<file path="src/rtl/header_lsu_if.sv">
// ----------------------------------------------------------------------------
// header_lsu_if
// Purpose : bundles the core request/response handshake and the memory
//           request/response bus of header_lsu into one interface.
// Modports:
//   slave  - the LSU side (receives core requests, issues memory requests)
//   master - the environment side (core + memory)
// Signals : req_*       core request {op, addr, size, next_addr} + valid
//           lsu_ready_o request accept
//           rsp_*       one-cycle response pulse and payload
//           mem_*       word-wide memory request/response channel
// ----------------------------------------------------------------------------
interface header_lsu_if #(
    parameter int unsigned DATA_W = 64
);
    logic              req_val_i;
    logic [1:0]        req_op_i;
    logic [DATA_W-1:0] req_addr_i;
    logic [DATA_W-1:0] req_size_i;
    logic [DATA_W-1:0] req_next_addr_i;
    logic              lsu_ready_o;

    logic              rsp_val_o;
    logic [DATA_W-1:0] rsp_size_o;
    logic [DATA_W-1:0] rsp_addr_o;
    logic [DATA_W-1:0] rsp_next_addr_o;
    logic              rsp_err_o;

    logic              mem_req_val_o;
    logic              mem_req_ready_i;
    logic              mem_we_o;
    logic [DATA_W-1:0] mem_addr_o;
    logic [DATA_W-1:0] mem_wdata_o;
    logic              mem_rsp_val_i;
    logic [DATA_W-1:0] mem_rdata_i;

    modport slave (
        input  req_val_i, req_op_i, req_addr_i, req_size_i, req_next_addr_i,
        output lsu_ready_o,
        output rsp_val_o, rsp_size_o, rsp_addr_o, rsp_next_addr_o, rsp_err_o,
        output mem_req_val_o, mem_we_o, mem_addr_o, mem_wdata_o,
        input  mem_req_ready_i, mem_rsp_val_i, mem_rdata_i
    );

    modport master (
        output req_val_i, req_op_i, req_addr_i, req_size_i, req_next_addr_i,
        input  lsu_ready_o,
        input  rsp_val_o, rsp_size_o, rsp_addr_o, rsp_next_addr_o, rsp_err_o,
        input  mem_req_val_o, mem_we_o, mem_addr_o, mem_wdata_o,
        output mem_req_ready_i, mem_rsp_val_i, mem_rdata_i
    );
endinterface

</file>
<file path="src/rtl/header_lsu.sv">
// ----------------------------------------------------------------------------
// header_lsu
// Purpose : executes allocator header requests {op, addr, size, next_addr}
//           as word-wide memory transactions and returns one response per
//           request. Header layout: word0 @addr = size,
//           word1 @addr+WORD_BYTES = next_addr.
// Ports   : clk_i  - clock
//           rst_ni - synchronous active-low reset
//           bus    - header_lsu_if.slave (core request/response, memory bus)
// Ops     : 0 LOAD_HDR   read word0 and word1
//           1 STORE_HDR  write word0 then word1
//           2 STORE_SIZE write word0 only
//           3 STORE_NEXT write word1 only
// Config  : LSU_ALIGN_CHECK_EN - when defined, a request whose address is not
//           word aligned produces no memory traffic and an error response.
//           Undefined: rsp_err_o is 0 and addresses pass through unchanged.
// All outputs come straight from flops.
// ----------------------------------------------------------------------------
module header_lsu #(
    parameter int unsigned DATA_W     = 64,
    parameter int unsigned WORD_BYTES = DATA_W / 8
) (
    input  logic        clk_i,
    input  logic        rst_ni,
    header_lsu_if.slave bus
);

    typedef enum logic [1:0] {
        OP_LOAD_HDR   = 2'd0,
        OP_STORE_HDR  = 2'd1,
        OP_STORE_SIZE = 2'd2,
        OP_STORE_NEXT = 2'd3
    } op_e;

    typedef enum logic [2:0] {
        S_IDLE,
        S_ISSUE0,
        S_WAIT0,
        S_ISSUE1,
        S_WAIT1,
        S_RESP,
        S_ALIGN_ERR
    } state_e;

    localparam logic [DATA_W-1:0] WORD_STRIDE = DATA_W'(WORD_BYTES);

    state_e            state_q, state_d;
    logic              init_q, init_d;
    logic              ready_q, ready_d;
    op_e               op_q, op_d;
    logic [DATA_W-1:0] addr_q, addr_d;
    logic [DATA_W-1:0] size_q, size_d;
    logic [DATA_W-1:0] next_q, next_d;
    logic [DATA_W-1:0] rdata0_q, rdata0_d;

    logic              mem_val_q, mem_val_d;
    logic              mem_we_q, mem_we_d;
    logic [DATA_W-1:0] mem_addr_q, mem_addr_d;
    logic [DATA_W-1:0] mem_wdata_q, mem_wdata_d;

    logic              rsp_val_q, rsp_val_d;
    logic [DATA_W-1:0] rsp_size_q, rsp_size_d;
    logic [DATA_W-1:0] rsp_addr_q, rsp_addr_d;
    logic [DATA_W-1:0] rsp_next_q, rsp_next_d;
`ifdef LSU_ALIGN_CHECK_EN
    logic              rsp_err_q, rsp_err_d;
`endif

    // First memory beat derived from the incoming request
    op_e               req_op;
    logic              first_we;
    logic [DATA_W-1:0] first_addr;
    logic [DATA_W-1:0] first_wdata;

    always_comb begin
        req_op      = op_e'(bus.req_op_i);
        first_we    = (req_op != OP_LOAD_HDR);
        // STORE_NEXT touches only word1; address wraps modulo 2^DATA_W
        first_addr  = (req_op == OP_STORE_NEXT) ? bus.req_addr_i + WORD_STRIDE
                                                : bus.req_addr_i;
        first_wdata = (req_op == OP_STORE_NEXT) ? bus.req_next_addr_i :
                      (req_op == OP_LOAD_HDR)   ? mem_wdata_q
                                                : bus.req_size_i;
    end

    always_comb begin
        state_d     = state_q;
        init_d      = 1'b1;
        ready_d     = 1'b0;
        op_d        = op_q;
        addr_d      = addr_q;
        size_d      = size_q;
        next_d      = next_q;
        rdata0_d    = rdata0_q;
        mem_val_d   = 1'b0;
        mem_we_d    = mem_we_q;
        mem_addr_d  = mem_addr_q;
        mem_wdata_d = mem_wdata_q;
        rsp_val_d   = 1'b0;
        rsp_size_d  = rsp_size_q;
        rsp_addr_d  = rsp_addr_q;
        rsp_next_d  = rsp_next_q;
`ifdef LSU_ALIGN_CHECK_EN
        rsp_err_d   = rsp_err_q;
`endif

        unique case (state_q)
            S_IDLE: begin
                // init_q keeps ready low for the first cycle after reset
                ready_d = init_q;
                if (ready_q && bus.req_val_i) begin
                    ready_d     = 1'b0;
                    op_d        = req_op;
                    addr_d      = bus.req_addr_i;
                    size_d      = bus.req_size_i;
                    next_d      = bus.req_next_addr_i;
                    state_d     = S_ISSUE0;
                    mem_val_d   = 1'b1;
                    mem_we_d    = first_we;
                    mem_addr_d  = first_addr;
                    mem_wdata_d = first_wdata;
`ifdef LSU_ALIGN_CHECK_EN
                    if ((bus.req_addr_i % WORD_STRIDE) != '0) begin
                        state_d     = S_ALIGN_ERR;
                        mem_val_d   = 1'b0;
                        mem_we_d    = mem_we_q;
                        mem_addr_d  = mem_addr_q;
                        mem_wdata_d = mem_wdata_q;
                    end
`endif
                end
            end

            S_ISSUE0, S_ISSUE1: begin
                mem_val_d = 1'b1;
                if (bus.mem_req_ready_i) begin
                    mem_val_d = 1'b0;
                    state_d   = (state_q == S_ISSUE0) ? S_WAIT0 : S_WAIT1;
                end
            end

            S_WAIT0: begin
                if (bus.mem_rsp_val_i) begin
                    if (op_q == OP_LOAD_HDR) begin
                        rdata0_d = bus.mem_rdata_i;
                    end
                    if (op_q == OP_LOAD_HDR || op_q == OP_STORE_HDR) begin
                        state_d     = S_ISSUE1;
                        mem_val_d   = 1'b1;
                        mem_we_d    = (op_q != OP_LOAD_HDR);
                        mem_addr_d  = addr_q + WORD_STRIDE;
                        mem_wdata_d = next_q;
                    end else begin
                        state_d    = S_RESP;
                        rsp_val_d  = 1'b1;
                        rsp_size_d = size_q;
                        rsp_addr_d = addr_q;
                        rsp_next_d = next_q;
`ifdef LSU_ALIGN_CHECK_EN
                        rsp_err_d  = 1'b0;
`endif
                    end
                end
            end

            S_WAIT1: begin
                if (bus.mem_rsp_val_i) begin
                    state_d    = S_RESP;
                    rsp_val_d  = 1'b1;
                    rsp_addr_d = addr_q;
                    rsp_size_d = (op_q == OP_LOAD_HDR) ? rdata0_q : size_q;
                    rsp_next_d = (op_q == OP_LOAD_HDR) ? bus.mem_rdata_i : next_q;
`ifdef LSU_ALIGN_CHECK_EN
                    rsp_err_d  = 1'b0;
`endif
                end
            end

            S_RESP: begin
                state_d = S_IDLE;
                ready_d = 1'b1;
            end

            S_ALIGN_ERR: begin
                state_d    = S_RESP;
                rsp_val_d  = 1'b1;
                rsp_size_d = '0;
                rsp_addr_d = addr_q;
                rsp_next_d = '0;
`ifdef LSU_ALIGN_CHECK_EN
                rsp_err_d  = 1'b1;
`endif
            end

            default: state_d = S_IDLE;
        endcase
    end

    always_ff @(posedge clk_i) begin
        if (!rst_ni) begin
            state_q     <= S_IDLE;
            init_q      <= 1'b0;
            ready_q     <= 1'b0;
            op_q        <= OP_LOAD_HDR;
            addr_q      <= '0;
            size_q      <= '0;
            next_q      <= '0;
            rdata0_q    <= '0;
            mem_val_q   <= 1'b0;
            mem_we_q    <= 1'b0;
            mem_addr_q  <= '0;
            mem_wdata_q <= '0;
            rsp_val_q   <= 1'b0;
            rsp_size_q  <= '0;
            rsp_addr_q  <= '0;
            rsp_next_q  <= '0;
`ifdef LSU_ALIGN_CHECK_EN
            rsp_err_q   <= 1'b0;
`endif
        end else begin
            state_q     <= state_d;
            init_q      <= init_d;
            ready_q     <= ready_d;
            op_q        <= op_d;
            addr_q      <= addr_d;
            size_q      <= size_d;
            next_q      <= next_d;
            rdata0_q    <= rdata0_d;
            mem_val_q   <= mem_val_d;
            mem_we_q    <= mem_we_d;
            mem_addr_q  <= mem_addr_d;
            mem_wdata_q <= mem_wdata_d;
            rsp_val_q   <= rsp_val_d;
            rsp_size_q  <= rsp_size_d;
            rsp_addr_q  <= rsp_addr_d;
            rsp_next_q  <= rsp_next_d;
`ifdef LSU_ALIGN_CHECK_EN
            rsp_err_q   <= rsp_err_d;
`endif
        end
    end

    assign bus.lsu_ready_o     = ready_q;
    assign bus.mem_req_val_o   = mem_val_q;
    assign bus.mem_we_o        = mem_we_q;
    assign bus.mem_addr_o      = mem_addr_q;
    assign bus.mem_wdata_o     = mem_wdata_q;
    assign bus.rsp_val_o       = rsp_val_q;
    assign bus.rsp_size_o      = rsp_size_q;
    assign bus.rsp_addr_o      = rsp_addr_q;
    assign bus.rsp_next_addr_o = rsp_next_q;
`ifdef LSU_ALIGN_CHECK_EN
    assign bus.rsp_err_o       = rsp_err_q;
`else
    assign bus.rsp_err_o       = 1'b0;
`endif

endmodule
</file>
<file path="src/flat_wrapper.sv">
// flat-port wrapper written by rule: the top's interface ports become plain ports
module header_lsu_flat 
#(
    parameter int unsigned DATA_W     = 64,
    parameter int unsigned WORD_BYTES = DATA_W / 8
)
  (clk_i, rst_ni, bus_req_val_i, bus_req_op_i, bus_req_addr_i, bus_req_size_i, bus_req_next_addr_i, bus_lsu_ready_o, bus_rsp_val_o, bus_rsp_size_o, bus_rsp_addr_o, bus_rsp_next_addr_o, bus_rsp_err_o, bus_mem_req_val_o, bus_mem_we_o, bus_mem_addr_o, bus_mem_wdata_o, bus_mem_req_ready_i, bus_mem_rsp_val_i, bus_mem_rdata_i);
  header_lsu_if #(.DATA_W(DATA_W)) bus_i ();
  input  logic clk_i;
  input  logic rst_ni;
  input wire logic [$bits(bus_i.req_val_i)-1:0] bus_req_val_i;
  input wire logic [$bits(bus_i.req_op_i)-1:0] bus_req_op_i;
  input wire logic [$bits(bus_i.req_addr_i)-1:0] bus_req_addr_i;
  input wire logic [$bits(bus_i.req_size_i)-1:0] bus_req_size_i;
  input wire logic [$bits(bus_i.req_next_addr_i)-1:0] bus_req_next_addr_i;
  output wire logic [$bits(bus_i.lsu_ready_o)-1:0] bus_lsu_ready_o;
  output wire logic [$bits(bus_i.rsp_val_o)-1:0] bus_rsp_val_o;
  output wire logic [$bits(bus_i.rsp_size_o)-1:0] bus_rsp_size_o;
  output wire logic [$bits(bus_i.rsp_addr_o)-1:0] bus_rsp_addr_o;
  output wire logic [$bits(bus_i.rsp_next_addr_o)-1:0] bus_rsp_next_addr_o;
  output wire logic [$bits(bus_i.rsp_err_o)-1:0] bus_rsp_err_o;
  output wire logic [$bits(bus_i.mem_req_val_o)-1:0] bus_mem_req_val_o;
  output wire logic [$bits(bus_i.mem_we_o)-1:0] bus_mem_we_o;
  output wire logic [$bits(bus_i.mem_addr_o)-1:0] bus_mem_addr_o;
  output wire logic [$bits(bus_i.mem_wdata_o)-1:0] bus_mem_wdata_o;
  input wire logic [$bits(bus_i.mem_req_ready_i)-1:0] bus_mem_req_ready_i;
  input wire logic [$bits(bus_i.mem_rsp_val_i)-1:0] bus_mem_rsp_val_i;
  input wire logic [$bits(bus_i.mem_rdata_i)-1:0] bus_mem_rdata_i;
  assign bus_i.req_val_i = bus_req_val_i;
  assign bus_i.req_op_i = bus_req_op_i;
  assign bus_i.req_addr_i = bus_req_addr_i;
  assign bus_i.req_size_i = bus_req_size_i;
  assign bus_i.req_next_addr_i = bus_req_next_addr_i;
  assign bus_lsu_ready_o = bus_i.lsu_ready_o;
  assign bus_rsp_val_o = bus_i.rsp_val_o;
  assign bus_rsp_size_o = bus_i.rsp_size_o;
  assign bus_rsp_addr_o = bus_i.rsp_addr_o;
  assign bus_rsp_next_addr_o = bus_i.rsp_next_addr_o;
  assign bus_rsp_err_o = bus_i.rsp_err_o;
  assign bus_mem_req_val_o = bus_i.mem_req_val_o;
  assign bus_mem_we_o = bus_i.mem_we_o;
  assign bus_mem_addr_o = bus_i.mem_addr_o;
  assign bus_mem_wdata_o = bus_i.mem_wdata_o;
  assign bus_i.mem_req_ready_i = bus_mem_req_ready_i;
  assign bus_i.mem_rsp_val_i = bus_mem_rsp_val_i;
  assign bus_i.mem_rdata_i = bus_mem_rdata_i;
  header_lsu #(.DATA_W(DATA_W), .WORD_BYTES(WORD_BYTES)) u_core (.clk_i(clk_i), .rst_ni(rst_ni), .bus(bus_i));
endmodule
</file>
<file path="config.mk">
export PLATFORM = sky130hd
export DESIGN_NAME = header_lsu_flat
export DESIGN_NICKNAME = d
export VERILOG_FILES = /design/src/rtl/header_lsu_if.sv /design/src/rtl/header_lsu.sv /design/src/flat_wrapper.sv
export SDC_FILE = /design/constraint.sdc
export NUM_CORES = 1
export LEC_CHECK = 0
export ABC_AREA = 1
export CORE_UTILIZATION = 45
export CTS_CLUSTER_SIZE = 10
export DETAILED_ROUTE_END_ITERATION = 12
export PLACE_DENSITY = 0.73
export SLEW_MARGIN = 20
export SYNTH_ARGS = -nofsm -noshare
export SYNTH_HDL_FRONTEND = slang
export SYNTH_SLANG_ARGS = --single-unit
</file>
<file path="constraint.sdc">
create_clock -name clk_i -period 3.45 [get_ports clk_i]
set_input_delay 0.345 -clock clk_i [delete_from_list [all_inputs] [get_ports clk_i]]
set_output_delay 0.345 -clock clk_i [all_outputs]
set_load 0.01 [all_outputs]
</file>
---- Word level (Yosys, flattened, before mapping) ----
Cells that the tools add are included.
storage, ports and cells
  output and inout port bits .............. 325
  word-level logic and storage cells ...... 97
  register bits ........................... 586
  input bits .............................. 263
cells by class
  muxes and demuxes ....................... 48
  reduce and logical (&&, ||, !) cells .... 16
  eq/ne operators ......................... 15
  $add $sub $neg .......................... 2
operators with widths
  kind                                                              number
  64-bit two-way mux                                                20
  64-bit case mux with 3 select lines                               3
  64-bit case mux with 2 select lines                               2
  64-bit by 4-bit adder with 64-bit output (second input constant)  2
  3-bit two-way mux                                                 6
  3-bit case mux with 5 select lines                                1
  1-bit two-way mux                                                 12
  4-bit AND reduction                                               3
  3-bit == test (second input constant)                             3
  2-bit != test (second input constant)                             4
  3-bit by 2-bit == test with 1-bit output (second input constant)  2
  1-bit case mux with 3 select lines                                2
  2-bit nonzero test                                                3
  5-bit AND reduction                                               1
  2-bit logical NOT                                                 2
  2-bit by 1-bit != test with 1-bit output (second input constant)  2
  1-bit case mux with 2 select lines                                2
  3-bit by 1-bit == test with 1-bit output (second input constant)  1
  3-bit logical NOT                                                 1
  3-bit by 2-bit != test with 1-bit output (second input constant)  1
  3-bit AND reduction                                               1
  3-bit nonzero test                                                1
  2-bit by 1-bit == test with 1-bit output (second input constant)  1
  2-bit == test (second input constant)                             1
  4 further kinds                                                   4

---- Longest topological paths before layout ----
  depth after elaboration ................. 5
  depth in mapped cells ................... 14
  gate-level depth less buffers ........... 14

---- Least setup slack after synthesis ----
No wires, ideal clock.
  path kind ............................... register -> register
  from .................................... register u_core.state_q[2]
  to ...................................... register u_core.mem_wdata_q[43] (netlist: u_core.bus.mem_wdata_o[43])
  setup slack ............................. 1.683 ns
  setup time .............................. 0.122 ns
  data required time ...................... 3.328 ns
  clock period less this slack ............ 1.767 ns
  cell stages (with the launch flop) ...... 12
  path buffers ............................ 3
  arrival ................................. 1.645 ns
  cell sequence ........................... dfxtp_1 -> buf_2 -> nor3_4 -> nand2_2 -> nand2_1 -> nand3_2 -> inv_2 -> o21ai_1 -> inv_2 -> buf_2 -> buf_2 -> a21oi_1
on the way
  word-level cells in the longest chain between the ends .. 3
  elaborated cells between the ends (all ways) .. 9
  those cells by class .................... eq/ne (5); mux (1); reduce/logical (3)
RTL lines
  what                                                                               RTL line           text
  start, declared                                                                    header_lsu.sv:47   state_e state_q, state_d;
  start signal, assigned                                                             header_lsu.sv:221  state_q <= state_d;
  3-bit by 2-bit == test with 1-bit output or 3-bit logical NOT (tied branches)      header_lsu.sv:107  unique case (state_q)
  2-bit by 1-bit != test with 1-bit output (no source line) (tied with other cells)  n/a
  5-bit AND reduction (no source line)                                               n/a
  end signal, assigned                                                               header_lsu.sv:232  mem_wdata_q <= mem_wdata_d;
  end, declared                                                                      header_lsu.sv:59   logic [DATA_W-1:0] mem_wdata_q, mem_wdata_d;
Parallel ways exist; a longest one is shown, timed or not.
A chain may end at the register's enable or synchronous reset.

---- Final worst setup path ----
  from .................................... register u_core.state_q[2]
  to ...................................... register u_core.rsp_addr_q[38] (netlist: u_core.bus.rsp_addr_o[38])
on the way
  word-level cells in the longest chain between the ends .. 3
  elaborated cells between the ends (all ways) .. 9
  those cells by class .................... eq/ne (6); mux (1); reduce/logical (2)
RTL lines
  what                                                                       RTL line           text
  3-bit by 2-bit == test with 1-bit output or 3-bit == test (tied branches)  header_lsu.sv:107
  2-bit != test (no source line) or 3-bit nonzero test (tied branches)       n/a
  4-bit AND reduction (no source line)                                       n/a
  end signal, assigned                                                       header_lsu.sv:235  rsp_addr_q <= rsp_addr_d;
  end, declared                                                              header_lsu.sv:63   logic [DATA_W-1:0] rsp_addr_q, rsp_addr_d;
Parallel ways exist; a longest one is shown, timed or not.

==> flow_metrics.py <==
metrics = {
    "status": {
        "status": "completed",
    },
    "finish": {
        "finalNonFillerCells": 4955,
        "fin_util_pct": 60.0,
        "drive_gt1_share_pct": 3.72,
        "finalInstanceArea_sq_um": 34600,
        "fill_cells": 5438,
        "nNetsFinal": 4417,
        "area_growth_pct": 31.7,
    },
    "detailed_routing": {
        "drt_iter0_drc": 3226,
        "avgRoutedWirePerCell_um": 23.5,
        "drcViolationCount": 0,
        "dr.pass1.iters": 7,
        "wirelength_um": 116000,
        "viasPerCell": 5.86,
        "via_count": 29000,
        "antenna_left": 0,
    },
    "yosys": {
        "synth_cell_type_count": 38,
        "synth_edf_count": 0,
        "synth_top_family_by_area": "compound AO/OA/AOI/OAI gates",
        "yosys_warnings": 0,
        "synth_mux_area_share_pct": 0,
        "synth_area_sq_um": 26300,
        "syn_avg_cell_area_sq_um": 7.06,
        "synth_common_cells": "768 x nor2_1, 586 x dfxtp_1, 585 x o21ai_0, 446 x nand2_1, 315 x a21oi_1",
        "synth_fa_ha_area_share_pct": 0.0953,
        "synthSimpleGateAreaFrac_pct": 23.4,
        "synth_area_leaders": "dfxtp_1 45%, o21ai_0 11%, nor2_1 11%",
        "synth_xor_area_share_pct": 1.43,
        "async_reset_ff_share_pct": 0,
        "syn_nets": 3987,
        "ys.flop_type": "dfxtp_1",
        "synth_compound_area_share_pct": 23.5,
        "synth_seq_area_share_pct": 44.7,
        "ys_ff_latch": 586,
        "yosysTopAreaCell": "dfxtp_1",
        "syn_inst": 3722,
        "synth_top_area_share_pct": 44.7,
        "post-synth-top-count-cell": "nor2_1",
    },
    "worst_setup_path": {
        "cp_max_fo": 86,
        "crit_start": "u_core.state_q[2]$_SDFFE_PN0P_",
        "cp-end-kind": "flop",
        "critPathLaunchType": "flop",
        "r2r-end": "u_core.bus.rsp_addr_o[38]$_SDFFE_PN0P_",
        "r2r-start": "u_core.state_q[2]$_SDFFE_PN0P_",
        "reg2reg_depth": 9,
        "cp.arrival_ns": 3.23,
        "crit_type": "flop to flop",
        "required_ns": 3.99,
        "rrSetupSlack_ns": 0.76,
    },
    "placed_design": {
        "dp_cells": 4845,
        "place_area_sq_um": 32500,
        "dp_slack_ns": 0.582,
        "routabilityCongestion": 1.10,
        "port_buffers": 586,
        "hpwl_um": 80600,
    },
    "sta": {
        "setup_ws_ns": 0.762,
        "fmax_mhz": 372,
        "setup_tns_ns": 0,
        "period_share_pct": 77.9,
        "hold_viol": 0,
        "max_slew_margin_pct": 33.9,
        "rsz0062_at_grt": "no",
        "period_needed_ns": 2.69,
        "drv_slew": 0,
        "hold_ws_ns": 0.193,
        "setup_viol": 0,
        "fin_worst_skew_ns": 0.0369,
        "worst_pin_slew_ns": 0.992,
    },
    "cts": {
        "root_buffer": "clkbuf_16",
        "ctsHoldBuffers": 0,
        "postCtsSetupBuffers": 0,
        "cts_inserted_buffers": 70,
        "cts_tree": "built",
        "ctsResizeCount": 0,
        "cts.sinks": 586,
        "htreeDepth": 3,
        "clk_path_buf_depth": 3,
        "clock_latency_ns": 0.64,
        "cts.clk_slew.worst_paths_ns": 0.06,
    },
    "die": {
        "io-pin-count": 588,
        "fp.dieW_um": 244,
        "num_rows": 88,
        "core_area_sq_um": 57700,
        "fp.dieH_um": 244,
        "dieArea_sq_um": 59300,
        "start_util_pct": 45.5,
    },
    "grt": {
        "antenna_found_initial": 22,
        "grt_overflow_total": 0,
        "grt_max_degree": 141,
        "grt.total_usage_pct": 37.8,
        "grt_pass1_wl_um": 172000,
        "grt_pass1_vias": 27000,
    },
    "pwr": {
        "vdd_drop_max_uv": 613,
        "power_leakage_nw": 13.1,
        "total_power_mw": 25.6,
        "p_per_area_nw_per_um2": 740,
    },
    "flow_run": {
        "maxCapViolations": 0,
    },
    "min_path": {
        "hp-class": "input pin to flop",
        "hold_path_depth": 3,
        "min_to": "u_core.next_q[48]$_SDFFE_PN0P_",
        "min_from": "rst_ni",
    },
}
==> state kept, by name, indices dropped and copies added, names as in the netlist <==
register                    cells
u_core.next_q                  64
u_core.bus.rsp_next_addr_o     64
u_core.state_q                  3
u_core.bus.rsp_val_o            1
u_core.bus.rsp_size_o          64
u_core.rdata0_q                64
u_core.bus.mem_we_o             1
u_core.bus.mem_addr_o          64
u_core.bus.mem_wdata_o         64
u_core.addr_q                  64
u_core.init_q                   1
u_core.size_q                  64
u_core.op_q                     2
u_core.bus.rsp_addr_o          64
u_core.bus.mem_req_val_o        1
u_core.bus.lsu_ready_o          1
==> how the worst max path moves through the flow <==
stage	slack (ns)	endpoint	cells past startpoint
detailed placement	0.58	u_core.bus.mem_addr_o[51]$_SDFFE_PN0P_	11
finish	0.76	u_core.bus.rsp_addr_o[38]$_SDFFE_PN0P_	9
floorplan	1.68	u_core.bus.mem_wdata_o[43]$_SDFFE_PN0P_	11
CTS	0.78	u_core.bus.rsp_addr_o[38]$_SDFFE_PN0P_	9
global route	0.52	u_core.bus.rsp_addr_o[58]$_SDFFE_PN0P_	9
global placement	0.57	u_core.bus.mem_addr_o[41]$_SDFFE_PN0P_	14
==> kinds of logic after synthesis <==
| family | after synthesis |
|---|---|
| buffers and inverters | 455 |
| AOI/OAI and AO/OA | 1127 |
| adders and majority gates | 2 |
| and+or+nand+nor | 1508 |
| xor gates and xnor gates | 43 |
| other | 1 |
| DFF | 586 |
==> cell usage in the layout (no fill, tap or decap), drive strengths merged, types with 2 or more instances in the layout <==
cell type / Yosys / routed
a211oi: 2 / 2
a21o: 3 / 3
a21oi: 315 / 315
a221oi: 129 / 129
a31oi: 19 / 19
and2: 6 / 6
buf: 51 / 42
clkbuf: 218 / 83
clkdlybuf4s50: 0 / 585
clkinv: 0 / 6
dfxtp: 586 / 586
diode: 0 / 18
ha: 2 / 2
inv: 186 / 188
nand2: 447 / 447
nand3: 199 / 199
nand3b: 3 / 3
nand4: 36 / 36
nor2: 769 / 769
nor3: 30 / 30
nor3b: 5 / 5
o21ai: 651 / 651
o21bai: 5 / 5
or2: 11 / 11
xnor2: 6 / 6
xor2: 37 / 37
==> worst max-delay path, stage by stage, from the launching register on <==
cell     delay, ns
dfxtp_1       0.47
nor3_4        0.12
inv_6         0.41
nand2_1       0.11
nand2_1       0.14
nand2_4       0.21
inv_6         0.41
buf_12        0.31
o21ai_0       0.13
a21oi_1       0.15
==> power by group <==
part	switching, mW	internal [mW]
clock network	2.98	3.86
logic	5.82	3.73
registers	0.985	8.23
total	9.78	15.8
==> metal layers <==
metal / GRT usage [%] / vias up / part of all wire (%)
li1: - / 13500 / -
met4: 19.0 / 8 / 5.0
met2: 59.5 / 1631 / 45
met5: 0 / - / 0.046
met3: 8.94 / 271 / 9.8
met1: 48.3 / 13700 / 40
==> cell type report <==
type / instances / area (sq um) / share of cell area (%)
Multi-Input combinational cell: 2681 / 12800 / 36.9
Sequential cell: 586 / 11700 / 33.9
Timing Repair Buffer: 627 / 6350 / 18.4
Clock buffer: 83 / 1840 / 5.32
Tap cell: 765 / 957 / 2.77
Inverter: 186 / 719 / 2.08
Clock inverter: 9 / 176 / 0.510
Antenna cell: 18 / 45.0 / 0.130
(Power assumes the default switching activity.)
